==> config.mk <==
export PLATFORM = sky130hd
export DESIGN_NAME = threeway_round
export DESIGN_NICKNAME = d
export VERILOG_FILES = /design/src/rtl/threeway_round.sv
export SDC_FILE = /design/constraint.sdc
export NUM_CORES = 1
export LEC_CHECK = 0
export CORE_ASPECT_RATIO = 1.4
export CORE_MARGIN = 4
export CORE_UTILIZATION = 35
export DETAILED_ROUTE_END_ITERATION = 7
export DONT_BUFFER_PORTS = 1
export PLACE_DENSITY = 0.49
export SYNTH_ARGS = -nofsm -noshare
export SYNTH_HDL_FRONTEND = slang
export SYNTH_SLANG_ARGS = --single-unit
==> constraint.sdc <==
create_clock -name clk -period 3.7 [get_ports clk]
set_clock_uncertainty 0.05 [all_clocks]
set_input_delay 1.11 -clock clk [delete_from_list [all_inputs] [get_ports clk]]
set_output_delay 1.11 -clock clk [all_outputs]
set_load 0.1 [all_outputs]
==> src/rtl/threeway_round.sv <==
// One full 3-Way round: key addition followed by rho = pi_2(gamma(pi_1(theta(.)))) on a 96-bit state.
// Latency 1 cycle (registered output); 0 cycles when THREEWAY_ROUND_COMB_OUT_EN is defined.
// No backpressure: accepts a new input every cycle; odata holds its value while in_valid is low.
module threeway_round (
    input  logic        clk,
    input  logic        rst,
    input  logic        in_valid,
    input  logic [95:0] idata,
    input  logic [95:0] key,
    output logic        out_valid,
    output logic [95:0] odata
);

    // Theta column mix for one word; x is the word itself, y and z its two successors.
    function automatic logic [31:0] theta_word(input logic [31:0] x,
                                               input logic [31:0] y,
                                               input logic [31:0] z);
        theta_word = x ^ (x >> 16) ^ (y << 16) ^ (y >> 16) ^ (z << 16)
                   ^ (y >> 24) ^ (z << 8) ^ (z >> 8) ^ (x << 24)
                   ^ (z >> 16) ^ (x << 16) ^ (z >> 24) ^ (x << 8);
    endfunction

    logic [31:0] a0, a1, a2;
    logic [31:0] t0, t1, t2;
    logic [31:0] b0, b1, b2;
    logic [31:0] c0, c1, c2;
    logic [95:0] round_dat;

    // Round function: key add, theta, pi_1, gamma, pi_2 as pure combinational logic.
    always_comb begin
        a0 = idata[31:0]  ^ key[31:0];
        a1 = idata[63:32] ^ key[63:32];
        a2 = idata[95:64] ^ key[95:64];

        t0 = theta_word(a0, a1, a2);
        t1 = theta_word(a1, a2, a0);
        t2 = theta_word(a2, a0, a1);

        // pi_1: word 0 rotated right by 10, word 2 rotated left by 1
        b0 = {t0[9:0], t0[31:10]};
        b1 = t1;
        b2 = {t2[30:0], t2[31]};

        // gamma reads only pre-gamma words, so all three are computed in parallel
        c0 = b0 ^ (b1 | ~b2);
        c1 = b1 ^ (b2 | ~b0);
        c2 = b2 ^ (b0 | ~b1);

        // pi_2: word 0 rotated left by 1, word 2 rotated right by 10
        round_dat = {{c2[9:0], c2[31:10]}, c1, {c0[30:0], c0[31]}};
    end

`ifdef THREEWAY_ROUND_COMB_OUT_EN
    // Clock and reset are kept on the port list for drop-in compatibility only.
    logic unused_clk_rst;
    assign unused_clk_rst = clk ^ rst;

    // Zero-latency variant: outputs follow the inputs directly.
    always_comb begin
        out_valid = in_valid;
        odata     = round_dat;
    end
`else
    logic        out_valid_q, out_valid_d;
    logic [95:0] odata_q, odata_d;

    // Next state: capture a new result only on valid input, otherwise hold.
    always_comb begin
        out_valid_d = in_valid;
        odata_d     = odata_q;
        if (in_valid) begin
            odata_d = round_dat;
        end
    end

    // Output register with synchronous reset taking priority over in_valid.
    always_ff @(posedge clk) begin
        if (rst) begin
            out_valid_q <= 1'b0;
            odata_q     <= 96'h0;
        end else begin
            out_valid_q <= out_valid_d;
            odata_q     <= odata_d;
        end
    end

    assign out_valid = out_valid_q;
    assign odata     = odata_q;
`endif

endmodule

==> results of run 1 <==
worst max path at each step:
stage,from,endpoint,slack (ns),cells past startpoint
floorplan,key[79],odata[45],0.71,6
global placement,key[79],odata[45],0.46,6
detailed placement,key[79],odata[45],0.45,6
CTS,key[80],odata[57],0.81,6
global route,key[6],odata[82],0.62,6
finish,key[79],odata[45],0.76,6
power by group through the flow:
stage	registers [mW]	logic [mW]	clock network [mW]
final	4.14	5.46	0.928
after global routing	4.19	5.94	1.01
after CTS	4.17	5.56	0.971
after detailed placement	4.18	5.51	0
after global placement	4.19	5.50	0
after floorplan	4.05	4.35	0
final cells by class:
cell class	count	area, um2
Sequential cell	97	1940
Tap cell	375	469
Fill cell	2809	17700
Timing Repair Buffer	24	180
Multi-Input combinational cell	763	8040
Clock buffer	14	264
Inverter	6	22.5
Clock inverter	2	12.5
cell usage in the layout (no fill, tap or decap), types with 7 or more instances in the layout:
master	count
xnor2_1	192
xnor3_1	124
nor2_1	122
dfxtp_1	97
a211oi_1	68
xor2_1	56
xnor2_2	33
nand2_1	26
buf_4	24
xor3_1	20
a311oi_1	20
o21ai_0	15
nand2b_1	14
or3_1	13
nor2b_1	9
clkbuf_16	9
nand3_1	7
synthesized netlist by cell type (3+ instances only):
cell type	instances	area (um2)
a2111oi_0	3	26.3
a211oi_1	68	510
a21o_1	3	22.5
a311oi_1	20	175
and4_1	5	43.8
clkbuf_1	28	105
clkbuf_8	5	68.8
dfxtp_1	97	1940
inv_1	6	22.5
nand2_1	26	97.6
nand2b_1	14	87.6
nand3_1	7	35.0
nand3b_1	3	22.5
nor2_1	122	458
nor2b_1	9	56.3
nor4_1	4	25.0
o21ai_0	15	75.1
or3_1	13	81.3
xnor2_1	192	1680
xnor2_2	33	537
xnor3_1	124	2790
xnor3_2	5	119
xor2_1	56	490
xor3_1	20	475
through the flow:
stage	power [mW]	instance area (um2)	instances	setup slack [ns]
after detailed placement	9.69	10700	1265	0.451
after floorplan	8.40	10200	899	0.710
after global routing	11.1	10900	1281	0.623
final	10.5	10900	1281	0.756
after global placement	9.69	10700	1265	0.461
after CTS	10.7	10900	1281	0.810
critical path, cell delays in order:
cell,delay [ns]
xnor2_1,0.32
xor3_2,0.58
xnor3_1,0.51
inv_1,0.09
or3_1,0.31
a311oi_1,0.24
per-layer routing:
metal | up-vias | wire length, um | track usage
met5 | - | 0 | 0
met2 | 184 | 14300 | 0.305
li1 | 3125 | - | -
met3 | 20 | 1790 | 0.0443
met4 | 0 | 494 | 0.0428
met1 | 2987 | 10800 | 0.197
flip-flops by register name, summed over array words and instances, names as in the netlist:
| name | count |
|---|---|
| out_valid | 1 |
| odata | 96 |
logic make-up after synthesis:
| kind of cell | Yosys count | synth area share |
|---|---|---|
| xor gates and xnor gates | 435 | 0.610 |
| and+or+nand+nor | 210 | 0.0943 |
| AOI/OAI and AO/OA | 118 | 0.0858 |
| DFF | 97 | 0.191 |
| buffers and inverters | 39 | 0.0193 |
==> reports/results.txt, run 1 <==
WHS Path Cells = 3
I/O Buffers = 0
Ys Warns = 0
CP endpoint kind = flop
Die Wd = 152 um
DR WL/cell = 21.4 um
First-pass GRT wire length = 40400 um
Worst hold slack = 0.695 ns
Sequential share of the synthesized area = 0.191
Layout cells sized above 1 = 0.0894
Grt ovf = 0
Crit path time final = 2.94 ns
Post-synth EDFFs = 0
Critical path peak fanout = 4
Status = finished clean
DP HPWL = 22100 um
Die Span Y = 210 um
CTS Buf Count = 9
Flops & latches, synth = 97
CTS max path bufs = 2
Initial core utilization = 0.356
Leak = 4.91 nW
Gpl congestion = 0.818
Residual DRC = 0
Num rows = 73
Vias per std cell = 4.93
ANT cells = 0
Total wire length = 27400 um
DR vias = 6316
Vias in the first global route = 6264
Hold path start = odata[32]
Post-route setup TNS = 0 ns
Count of cell types in the netlist = 39
Reg-to-Reg End = odata[20]
Initial antenna violation count = 0
Dominant synthesized flop cell = dfxtp_1
Mapped cell area = 0.0102 mm2
H-tree levels = 3
GRT Total Usage = 0.168
R2R Setup Slk = 2.12 ns
Post-Syn Instances = 899
Initial DRC Count = 253
Required time of the worst setup path = 3.92 ns
Startpoint types = primary input
Async SR Flop Fraction = 0
Internal = 4.69 mW
Gate power share = 0.518
Final Slew Violations = 0
Root Driver = clkbuf_16
# nets final = 1096
P_sw = 5.83 mW
HP Class = reg -> reg
Period utilization = 0.796
CP Class = in -> reg
Worst-margin pin slew = 1.06 ns
Detail Route Antenna Nets = 0
Post_cts resized = 0
F_max = 340 MHz
Sink Count = 97
Final-report hold violation count = 0
Reg clk slew, reported paths = 0.07 ns
Post-CTS Hold Buffers = 0
IO Pins = 292
Syn-to-layout area delta = 7.39%
CTS tree = built
Switching fraction of total power = 0.554
Core area = 0.0286 mm2
Relative slew slack = 0.290
Setup violators final = 0
Arrival @ worst endpoint = 3.16 ns
Setup bufs post-CTS = 0
Unrepaired setup endpoints after global routing = false
Reg power frac = 0.393
Max cap viols = 0
Peak supply drop = 0.000448 V
Clk_lat worst skew = 0.35 ns
R2r worst-path depth = 2
Reg-to-reg startpoint = odata[20]
Fin util = 0.382
Die area = 0.0319 mm2
Mean Syn Cell Area = 11.3 um2
Hold path endpoint = odata[32]
Syn nets = 1094
DR pass1 iterations = 4
Pwr Density = 963 mW/mm2
Clk pwr share = 0.088
Largest net degree at the start of global routing = 188
Note: power is estimated with default switching activity, not from simulation.
==> inputs of run 2 (changes only) <==
--- a/config.mk
+++ b/config.mk
@@ -5,12 +5,13 @@
 export SDC_FILE = /design/constraint.sdc
 export NUM_CORES = 1
 export LEC_CHECK = 0
+export ABC_AREA = 1
 export CORE_ASPECT_RATIO = 1.4
 export CORE_MARGIN = 4
 export CORE_UTILIZATION = 35
 export DETAILED_ROUTE_END_ITERATION = 7
 export DONT_BUFFER_PORTS = 1
-export PLACE_DENSITY = 0.49
+export PLACE_DENSITY = 0.51
 export SYNTH_ARGS = -nofsm -noshare
 export SYNTH_HDL_FRONTEND = slang
 export SYNTH_SLANG_ARGS = --single-unit
==> constraint.sdc (replaced) <==
create_clock -name clk -period 2.6 [get_ports clk]
set_clock_uncertainty 0.05 [all_clocks]
set_input_delay 0.78 -clock clk [delete_from_list [all_inputs] [get_ports clk]]
set_output_delay 0.78 -clock clk [all_outputs]
set_load 0.1 [all_outputs]
==> run 2 against run 1 <==
Sequential power down 56%. Total power increased by 9.3%. Core utilization increased by 3.5 points. Highest routed layer unchanged. First-iteration DRC count grew to 4.2 times the previous value. Clock power is 65% higher. Non-clock buffer count up 207. Critical path type unchanged. Global-route usage increased by 8.2 points.
==> reports/results.txt, run 2 <==
Final Slew Violations = 0
Commonest cells post-synth = nand2_1 (1681), nand3_1 (284), inv_1 (239), nor2_1 (178), xnor2_1 (107)
Post-CTS Hold Buffers = 0
Leak = 10.3 nW
Root Driver = clkbuf_16
Relative slew slack = 0.605
CP endpoint kind = flop
DP HPWL = 48200 um
Setup bufs post-CTS = 0
Post_cts resized = 0
Die Wd = 180 um
Syn-to-layout area delta = 18.0%
ANT cells = 0
Mapped cell area = 0.0145 mm2
Initial DRC Count = 1052
Largest net degree at the start of global routing = 189
DR pass1 iterations = 5
GRT Total Usage = 0.250
Detail Route Antenna Nets = 0
Clk_lat worst skew = 0.39 ns
Slowest CP cell = xor2_1
# nets final = 3313
Hold path start = in_valid
Status = finished clean
Post-Place Cell Area = 0.0168 mm2
Reg clk slew, reported paths = 0.08 ns
Mean Syn Cell Area = 4.99 um2
Required time of the worst setup path = 2.82 ns
IO Pins = 292
Synth area leader = nand2_1
Crit path time final = 2.27 ns
CTS max path bufs = 2
Post-route setup TNS = 0 ns
Gpl congestion = 0.921
Grt ovf = 0
Finished Layout Cells = 3663
HP Class = in -> reg
Syn nets = 3102
Crit path max-delay family = simple AND/OR/NAND/NOR gates
Worst path bufs/invs = 2
Commonest non-fill, non-tap cell in the layout = nand2_1
First-pass GRT wire length = 90100 um
Core area = 0.0411 mm2
Most frequent cells in the layout = nand2_1 (1681), nand3_1 (284), inv_1 (239)
Initial antenna violation count = 0
Post-Syn Instances = 2907
Peak supply drop = 0.000347 V
Dominant cells by area after synthesis = nand2_1 (43%), dfxtp_1 (13%), nand3_1 (9.8%)
Sink Count = 97
Dominant synthesized flop cell = dfxtp_1
H-tree levels = 3
Unrepaired setup endpoints after global routing = false
Crit path largest cell delay = 0.45 ns
Worst-margin pin slew = 0.592 ns
Crit-path most repeated cell = nand2_1
Total wire length = 57800 um
Max FFs per register = 96
Num rows = 88
Residual DRC = 0
F_max = 440 MHz
CTS Buf Count = 9
Worst hold slack = 0.446 ns
I/O Buffers = 0
Layout cells sized above 1 = 0.101
CP startpoint = idata[27]
Period utilization = 0.875
Critical path peak fanout = 4
Arrival @ worst endpoint = 2.50 ns
Placed Cells = 3647
Initial core utilization = 0.353
Vias in the first global route = 16748
Async SR Flop Fraction = 0
Finished Cell Area = 0.0171 mm2
Most frequent cell after synthesis = nand2_1
Sequential share of the synthesized area = 0.134
DR WL/cell = 15.8 um
CTS tree = built
Post-synth EDFFs = 0
Cell Chain, Critical Path = nand2_1, inv_1, nor2_1, nand2_1, nand2_1, nand2_1, nand2_1, xor2_1, nand2_1, nand2_1, nand3_1, nand2_1, inv_1
Total power = 11.5 mW
Final-report hold violation count = 0
Pwr Density = 672 mW/mm2
Post-synth top area share = 0.435
Setup violators final = 0
Startpoint types = primary input
DR vias = 17862
Flops & latches, synth = 97
CP Class = in -> reg
Die Span Y = 249 um
Count of cell types in the netlist = 20
Die area = 0.0448 mm2
Reg-to-reg startpoint = odata[85]
Ys Warns = 0
Vias per std cell = 4.88
Max cap viols = 0
## run 2: cell count changes in the layout (fill, tap and decap cells not counted), sizes merged, moves of 57 or more
| cell | before | now |
|---|---|---|
| buf | 24 | 231 |
| inv | 6 | 242 |
| xnor3 | 130 | 0 |
| a211oi | 68 | 0 |
| nand2 | 26 | 1710 |
| nor2 | 122 | 182 |
| nand3 | 7 | 284 |
| xor2 | 58 | 115 |
| xnor2 | 226 | 116 |
## run 2: per-stage QoR
stage	utilization	setup WS (ns)
floorplan	-	0.456
CTS	0.417	0.353
detailed placement	0.410	-0.0577
global route	0.417	0.160
global placement	0.410	-0.0255
finish	0.417	0.325
## run 2: logic make-up after synthesis
family	Yosys count	synth area share
xor gates and xnor gates	231	0.155
DFF	97	0.134
buffers and inverters	273	0.0707
and+or+nand+nor	2203	0.604
AOI/OAI and AO/OA	103	0.0357
## run 2: final cells by class
class / instances / area (um2)
Clock inverter: 6 / 67.6
Fill cell: 4601 / 23900
Tap cell: 540 / 676
Multi-Input combinational cell: 2537 / 11500
Inverter: 242 / 908
Timing Repair Buffer: 231 / 1750
Sequential cell: 97 / 1940
Clock buffer: 10 / 239
## run 2: metal layers
layer,vias to the layer above,GRT usage,part of all wire
met5,-,0,0
met4,0,0.0908,0.036
met3,75,0.0389,0.054
met2,427,0.461,0.50
met1,8015,0.290,0.41
li1,9345,-,-
## run 2: worst register-to-register path, delay by kind of cell (launching register included)
family,cells,cell delay [ns]
DFF,1,0.32
AOI/OAI and AO/OA,2,0.33
buffers and inverters,2,0.36
## run 2: power by group
part | internal, mW | total (mW) | leakage (nW) | switching (mW)
sequential | 1.72 | 1.83 | 0.807 | 0.107
combinational | 2.32 | 8.15 | 9.38 | 5.83
clock | 0.777 | 1.53 | 0.145 | 0.753
## run 2: worst paths after layout
kind,cells after the start,slack [ns],end
setup / recovery,13,0.33,odata[20]
hold / removal,1,0.45,odata[75]
setup reg to reg,4,1.50,odata[85]
hold reg to reg,2,0.47,odata[32]
